## src/rtl/ctrl_pkg.sv

```systemverilog
// Shared phase codes, instruction-class indices and class helpers for the control
// sequencer and the strobe generator.
package ctrl_pkg;

  localparam logic [2:0] PhFetch  = 3'b000;
  localparam logic [2:0] PhDecode = 3'b001;
  localparam logic [2:0] PhRead   = 3'b010;
  localparam logic [2:0] PhAlu    = 3'b011;
  localparam logic [2:0] PhEnd    = 3'b100;

  // Lower index = higher priority when several decoder flags are raised.
  localparam int unsigned ClsW    = 7;
  localparam int unsigned ClsAlu  = 0;
  localparam int unsigned ClsLd   = 1;
  localparam int unsigned ClsSt   = 2;
  localparam int unsigned ClsPush = 3;
  localparam int unsigned ClsPop  = 4;
  localparam int unsigned ClsJump = 5;
  localparam int unsigned ClsBe   = 6;

  typedef enum logic [2:0] {
    StFetch  = PhFetch,
    StDecode = PhDecode,
    StRead   = PhRead,
    StAlu    = PhAlu,
    StEnd    = PhEnd
  } phase_e;

  function automatic logic [ClsW-1:0] cls_onehot(input logic [ClsW-1:0] raw);
    logic [ClsW-1:0] oh;
    oh = '0;
    for (int i = int'(ClsW) - 1; i >= 0; i--) begin
      if (raw[i]) begin
        oh    = '0;
        oh[i] = 1'b1;
      end
    end
    return oh;
  endfunction

endpackage

```

## src/rtl/retire_counter.sv

```systemverilog
// Retired-instruction counter; wraps modulo 2^CNT_W.
module retire_counter #(
  parameter int unsigned CNT_W = 16
) (
  input  logic             clk,
  input  logic             rst,
  input  logic             en,
  output logic [CNT_W-1:0] count
);

  always_ff @(posedge clk or posedge rst) begin
    if (rst) begin
      count <= '0;
    end else if (en) begin
      count <= count + CNT_W'(1);
    end
  end

endmodule

```

## src/rtl/control_sequencer.sv

```systemverilog
// Multicycle CPU phase sequencer with sticky halt and retire counting.
// Optional single-step gating of FETCH: define CONTROL_SEQUENCER_SINGLE_STEP_EN.
module control_sequencer
  import ctrl_pkg::*;
#(
  parameter int unsigned CNT_W = 16
) (
  input  logic             clk,
  input  logic             rst,
`ifdef CONTROL_SEQUENCER_SINGLE_STEP_EN
  input  logic             step_req,
`endif
  input  logic             mem_ready,
  input  logic             hlt,
  input  logic             alu,
  input  logic             ld,
  input  logic             st,
  input  logic             push,
  input  logic             pop,
  input  logic             jump,
  input  logic             be,
  output logic             s2,
  output logic             s1,
  output logic             s0,
  output logic             halted,
  output logic             alu_q,
  output logic             ld_q,
  output logic             st_q,
  output logic             push_q,
  output logic             pop_q,
  output logic             jump_q,
  output logic             be_q,
  output logic             advance,
  output logic [CNT_W-1:0] retired
);

  phase_e          state_q, state_d;
  logic            halted_q, halted_d;
  logic [ClsW-1:0] cls_q, cls_d, cls_raw;
  logic            fetch_go;

  always_comb begin
    cls_raw          = '0;
    cls_raw[ClsAlu]  = alu;
    cls_raw[ClsLd]   = ld;
    cls_raw[ClsSt]   = st;
    cls_raw[ClsPush] = push;
    cls_raw[ClsPop]  = pop;
    cls_raw[ClsJump] = jump;
    cls_raw[ClsBe]   = be;
  end

`ifdef CONTROL_SEQUENCER_SINGLE_STEP_EN
  logic pending_q, pending_d, step_prev_q;

  assign fetch_go = mem_ready & pending_q;

  always_comb begin
    pending_d = pending_q;
    if (step_req && !step_prev_q) pending_d = 1'b1;
    // Leaving FETCH consumes the step, even if a new pulse arrives on the same edge.
    if (state_q == StFetch && !halted_q && fetch_go) pending_d = 1'b0;
  end

  always_ff @(posedge clk or posedge rst) begin
    if (rst) begin
      pending_q   <= 1'b0;
      step_prev_q <= 1'b0;
    end else begin
      pending_q   <= pending_d;
      step_prev_q <= step_req;
    end
  end
`else
  assign fetch_go = mem_ready;
`endif

  always_comb begin
    state_d  = state_q;
    halted_d = halted_q;
    cls_d    = cls_q;
    if (halted_q) begin
      state_d = StFetch;
    end else begin
      case (state_q)
        StFetch:  if (fetch_go) state_d = StDecode;
        StDecode: begin
          if (hlt) begin
            halted_d = 1'b1;
            state_d  = StFetch;
          end else begin
            cls_d   = cls_onehot(cls_raw);
            state_d = (|cls_raw) ? StRead : StEnd;
          end
        end
        StRead: begin
          if (!((cls_q[ClsLd] || cls_q[ClsPop]) && !mem_ready)) begin
            state_d = cls_q[ClsAlu] ? StAlu : StEnd;
          end
        end
        StAlu:   state_d = StEnd;
        StEnd:   state_d = StFetch;
        default: state_d = StFetch;
      endcase
    end
  end

  always_ff @(posedge clk or posedge rst) begin
    if (rst) begin
      state_q  <= StFetch;
      halted_q <= 1'b0;
      cls_q    <= '0;
    end else begin
      state_q  <= state_d;
      halted_q <= halted_d;
      cls_q    <= cls_d;
    end
  end

  assign advance    = (state_d != state_q);
  assign {s2, s1, s0} = state_q;
  assign halted     = halted_q;
  assign alu_q      = cls_q[ClsAlu];
  assign ld_q       = cls_q[ClsLd];
  assign st_q       = cls_q[ClsSt];
  assign push_q     = cls_q[ClsPush];
  assign pop_q      = cls_q[ClsPop];
  assign jump_q     = cls_q[ClsJump];
  assign be_q       = cls_q[ClsBe];

  retire_counter #(
    .CNT_W(CNT_W)
  ) u_retire_counter (
    .clk  (clk),
    .rst  (rst),
    .en   ((state_q == StEnd) && !halted_q),
    .count(retired)
  );

endmodule

```

## config.mk

```make
export PLATFORM = sky130hd
export DESIGN_NAME = control_sequencer
export DESIGN_NICKNAME = d
export VERILOG_FILES = /design/src/rtl/ctrl_pkg.sv /design/src/rtl/retire_counter.sv /design/src/rtl/control_sequencer.sv
export SDC_FILE = /design/constraint.sdc
export NUM_CORES = 1
export LEC_CHECK = 0
export CORE_MARGIN = 2
export CORE_UTILIZATION = 25
export DETAILED_ROUTE_END_ITERATION = 8
export GPL_TIMING_DRIVEN = 0
export SETUP_SLACK_MARGIN = 0.15
export SYNTH_ARGS = -nofsm -noshare
export SYNTH_HDL_FRONTEND = slang
export SYNTH_HIERARCHICAL = 1
export SYNTH_SLANG_ARGS = --single-unit
```

## constraint.sdc

```tcl
create_clock -name clk -period 4 [get_ports clk]
set_input_delay 1.2 -clock clk [delete_from_list [all_inputs] [get_ports clk]]
set_output_delay 1.2 -clock clk [all_outputs]
set_load 0.02 [all_outputs]
```

==> flow_summary.json <==
{
  "status": "complete, no violations",
  "startpoint_type": "primary input",
  "numClockSinks": 27,
  "initial_core_util_pct": 25.7,
  "crit_required_ns": 2.80,
  "cts_inserted_buffers": 3,
  "die_h_um": 76.0,
  "synth_compound_area_share_pct": 6.86,
  "synth-simple-area-share_pct": 22.0,
  "wl_per_cell_um": 12.4,
  "syn_nets": 124,
  "hpwl_mm": 2.10,
  "critPathMaxFanout": 4,
  "tns_ns": 0,
  "core_area_um2": 5040,
  "fin_nets": 167,
  "final_cell_mix": "clkdlybuf4s50_1, dfrtp_1, xnor2_1, nand2_1",
  "firstDrtPassIters": 4,
  "fmax_ghz": 0.293,
  "holdPathStages": 1,
  "ff2ff_setup_slack_ns": 1.63,
  "hold-path-endpoint": "u_retire_counter/count[15]$_DFFE_PP0P_",
  "finalSetupViolCount": 0,
  "hp-start": "u_retire_counter/count[15]$_DFFE_PP0P_",
  "fin_skew_ns": 0.00536,
  "ios": 39,
  "syn_avg_cell_area_um2": 11.6,
  "htree_levels": 1,
  "fin_crit_sh_pct": 85.4,
  "die_width_um": 76.0,
  "vias_per_cell": 4.38,
  "setup.worst_path.class": "primary input to output pin",
  "arrival_ns": 2.22,
  "netlist_area_um2": 1290,
  "clk_path_buf_depth": 2,
  "synth_top_family_by_area": "simple AND/OR/NAND/NOR gates",
  "grt_max_degree": 17,
  "rows": 26,
  "clock-root-buffer": "clkbuf_8",
  "r2r_cells": 6,
  "drv_slew": 0,
  "ys_warn_count": 6,
  "placed_area_um2": 1760,
  "synth_seq_area_share_pct": 52.2,
  "syn_to_final_growth_pct": 40.4,
  "vdd_drop_max_uv": 129,
  "cts_tree": "yes",
  "ys.flop_type": "dfrtp_1",
  "antenna_found_initial": 0,
  "drt_iter0_drc": 27,
  "r2r_end": "u_retire_counter/count[15]$_DFFE_PP0P_",
  "layout_commonest_cell": "clkdlybuf4s50_1",
  "hold_viol_final": 0,
  "rsz0062_at_grt": "false",
  "diodes": 0,
  "cap_violations": 0,
  "end_kind": "output pin",
  "dpl_worst_slack_ns": 0.259,
  "io_buffers": 38,
  "drive_gt1_share_pct": 11.7,
  "yosys.area_share.adder_pct": 0.966,
  "worstHoldPathType": "flop to flop",
  "final_cells": 224,
  "wirelength_mm": 2.78,
  "ys_ff_latch": 27,
  "vias": 980,
  "synth_xor_area_share_pct": 10.1,
  "finalWeightedCongestion": 0.808,
  "power_density_nw_per_um2": 360,
  "period_needed_ns": 3.42,
  "clock_latency_ns": 0.27,
  "clk_pin_slew_ns": 0.09,
  "r2r-start": "halted$_DFF_PP0_",
  "first_global_vias": 1026,
  "final_area_um2": 1820,
  "ant_nets": 0,
  "synth_edf_count": 0,
  "worst_pin_slew_ns": 0.739,
  "synthArstFlopShare_pct": 100,
  "timing.slew.headroom_pct": 50.6,
  "die_area_um2": 5770,
  "post-place-cells": 220,
  "grt_usage_pct": 10.3,
  "ys_types": 35,
  "drcViolationCount": 0,
  "holdBufCountCts": 0,
  "leakage_nw": 0.763,
  "grt_pass1_wl_mm": 4.95,
  "grt.overflow.total": 0,
  "netlist_instances": 112,
  "synthMuxAreaShare_pct": 5.22,
  "fin_ws_ns": 0.584
}
## through the flow
stage	utilization, %	hold slack (ns)	total power [W]
after floorplan	-	0.582	0.000422
after global placement	35.0	0.460	0.000508
after detailed placement	35.0	0.465	0.000512
after CTS	35.9	0.479	0.000669
after global routing	36.1	0.508	0.000701
final	36.1	0.472	0.000655
## per-layer routing
layer | wire length, µm | GRT usage [%]
met1 | 1350 | 13.7
met2 | 1280 | 16.8
met3 | 139 | 2.73
met4 | 7 | 2.18
met5 | 0 | 0
## cells by family after synthesis
group | Yosys count
simple gates | 43
flops | 27
xor+xnor | 15
compound gates | 13
buf+inv | 7
mux | 6
fa+ha+maj | 1
## registers in the layout (all words and copies together) (netlist names)
| register | flops |
|---|---|
| cls_q | 7 |
| halted | 1 |
| state_q | 3 |
| u_retire_counter/count | 16 |
## what timing repair did
action,CTS,global route
buffers inserted,0,0
endpoints found under the setup margin,0,1
gates resized for setup,0,1
## critical path, cell delays in order
cell	delay, ns
clkdlybuf4s50_1	0.47
a211oi_1	0.21
o21ai_0	0.11
dlymetal6s2s_1	0.22
## cells in the mapped netlist (3+ instances only)
cell	n	area (µm²)
xnor2_1	10	87.6
xor2_1	5	43.8
dfrtp_1	27	676
nor4b_1	3	26.3
o21ai_0	5	25.0
inv_1	5	18.8
nand4_1	3	18.8
nor3b_1	3	22.5
nand3_1	5	25.0
nor2_1	6	22.5
nor3_1	4	20.0
nand2_1	8	30.0
mux2_2	6	67.6
## layout make-up
class	count	area, µm²
fillers	516	3220
flip-flops and latches	27	676
multi-input cells	78	592
repair buffers	38	383
well taps	70	87.6
clock buffers	3	41.3
inverters	5	18.8
plain buffers	2	15.0
clock inverters	1	5.00
## power by group
part | switching, W | leakage [nW] | total [W] | internal [W]
Sequential | 0.0000299 | 0.367 | 0.000327 | 0.000297
Clock | 0.0000822 | 0.0255 | 0.000152 | 0.0000697
Combinational | 0.0000892 | 0.371 | 0.000176 | 0.0000870
## worst max-delay path by stage
stage,from,endpoint,slack [ns]
6_report,mem_ready,advance,0.58
4_1_cts,mem_ready,advance,0.25
3_3_place_gp,mem_ready,advance,0.27
3_5_place_dp,mem_ready,advance,0.26
5_1_grt,mem_ready,advance,0.47
2_1_floorplan,mem_ready,advance,1.17
Power figures use the tool's default switching activity.
==> RTL edit, RTL diff (same flow settings) <==
Add a define of `CONTROL_SEQUENCER_SINGLE_STEP_EN`.
--- a/src/rtl/control_sequencer.sv
+++ b/src/rtl/control_sequencer.sv
@@ -2,2 +2,4 @@
 // Optional single-step gating of FETCH: define CONTROL_SEQUENCER_SINGLE_STEP_EN.
+`define CONTROL_SEQUENCER_SINGLE_STEP_EN
+
 module control_sequencer
Ports: changed (added step_req); port bits go from 39 to 40. No check against the original RTL was run, so the function may have changed too.
==> RTL edit against the original RTL <==
Maximum frequency down 9.7%. Final cell count up 5.8%. Routed wire length is 8.5% higher. Synthesized area up 3.8%. Total power is 43% higher. Die area is 3.6% higher. Final area increased by 8.7%. Critical path depth rose by 3. Highest routed layer unchanged. Global-route usage up 1.1 points. First-iteration DRC count fell by 3.7%. Setup slack worse by 0.37 ns. Sequential cell count is 2 higher.
==> RTL edit: results (changes against the original RTL) <==
| Metric | Value |
|---|---|
| Status | `finished, final reports clean` |
| Met3 WL | `205 µm (+47%)` |
| IO Port Bufs | `39 (+2.6%)` |
| Slowest-stage cell, CP | `or4_4` |
| Syn avg cell area | `11.4 µm² (-1.5%)` |
| Worst slew pin tran | `0.780 ns (+0.0410 ns)` |
| Cts bufs inserted | `5 (+2)` |
| Vias | `1038 (+5.9%)` |
| Routing usage on met3 | `4.12% (+1.4 points)` |
| Reg2reg setup slack | `1.75 ns (+0.12 ns)` |
| Met1 Wirelength | `1420 µm (+5.0%)` |
| Global-route usage over all layers | `11.4% (+1.1 points)` |
| Initial DRC Count | `26 (-3.7%)` |
| Full die area | `5980 µm² (+3.6%)` |
| Share of cells above drive strength 1 | `16.2% (+4.5 points)` |
| Final Routed Wirelength | `3010 µm (+8.5%)` |
| Place WS | `-0.666 ns (-0.926 ns)` |
| Vias in the first global route | `1133 (+10%)` |
| Fin nets | `179 (+7.2%)` |
| First-pass GRT wire length | `5310 µm (+7.3%)` |
| Sequential share of the synthesized area | `54.0% (+1.8 points)` |
| Critical Path Max Stage Delay | `0.55 ns (+0.08 ns)` |
| Lkg Pwr | `0.835 nW (+9.4%)` |
| Inst Count DP | `227 (+3.2%)` |
| Setup Skew | `0.00556 ns (+0.000195 ns)` |
| Synth Net Count | `131 (+5.6%)` |
| Antenna Cells | `0 (unchanged)` |
| Synth unique cells | `39 (+11%)` |
| CP Max Fanout | `3 (-1)` |
| Met2 Use GR | `16.9% (+0.084 points)` |
| R2r startpoint | `state_q[0]` |
| Cts repair resizes | `26 (+26)` |
| Top cells by count, synth | `dfrtp_1, nand2_1, xnor2_1` |
| RePlAce Congestion | `0.800 (-0.98%)` |
| Clock-pin transition on the worst setup and hold timing paths | `0.07 ns (-0.02 ns)` |
| Final non-filler cell total | `237 (+5.8%)` |
| Reg2reg path depth | `5 (-1)` |
| Worst-case clock buffer depth | `2 (unchanged)` |
| Synth area leaders | `dfrtp_1, xnor2_1, nand2_1, xor2_1, nor4_4` |
| Hold Crit Class | `flop to flop` |
| Detailed Place HPWL | `2090 µm (-0.50%)` |
| Hold slack | `0.481 ns (+0.00808 ns)` |
| Post-CTS Setup Repair Bufs | `1 (+1)` |
| Grt met1 use | `14.6% (+0.89 points)` |
| Post-Place Cell Area | `1820 µm² (+3.3%)` |
| H-tree level count | `2 (+1)` |
## RTL edit: cell count changes in the layout (fill, tap and decap cells not counted), sizes merged, moves of 2 or more
cell and change:
buf +6, bufinv +2, clkbuf +2, clkdlybuf4s50 -4, dfrtp +2, mux2 -4, nand2 +4, nand2b +2
nor3b -2, o21ai -2
## RTL edit: how the worst max path moves through the flow
stage / start / end / slack, ns / depth (start not counted)
6_report: push / advance / 0.22 / 7
3_3_place_gp: alu / advance / -0.67 / 7
2_1_floorplan: alu / advance / 0.43 / 5
5_1_grt: push / advance / 0.11 / 7
4_1_cts: push / advance / 0.13 / 7
3_5_place_dp: alu / advance / -0.67 / 7
## RTL edit: critical path: cells and delay by family
family,cells,cell delay [ns]
and+or+nand+nor,4,1.00
AOI/OAI and AO/OA,1,0.17
buffers and inverters,2,0.21
## RTL edit: layout make-up
cell class | instances | area [µm²]
fillers | 550 | 3160
flip-flops and latches | 29 | 726
multi-input cells | 82 | 604
repair buffers | 41 | 398
well taps | 70 | 87.6
clock buffers | 5 | 68.8
clock inverters | 3 | 65.1
inverters | 6 | 22.5
plain buffers | 1 | 3.75
## RTL edit: cells by family (layout without fill, tap and decap cells)
group | Yosys count | after routing | share of synthesized area, %
XOR/XNOR | 15 | 15 | 9.78
AO/OA/AOI/OAI | 14 | 14 | 7.73
buffers and inverters | 7 | 56 | 1.95
AND/OR/NAND/NOR | 50 | 50 | 23.9
flip-flops | 29 | 29 | 54.0
adder cells (fa/ha/maj) | 1 | 1 | 0.931
multiplexers | 2 | 2 | 1.68
## RTL edit: power by group
group / internal (mW) / switching, mW / total (mW)
Sequential: 0.328 / 0.0420 / 0.370
Clock: 0.247 / 0.117 / 0.364
Combinational: 0.103 / 0.101 / 0.204
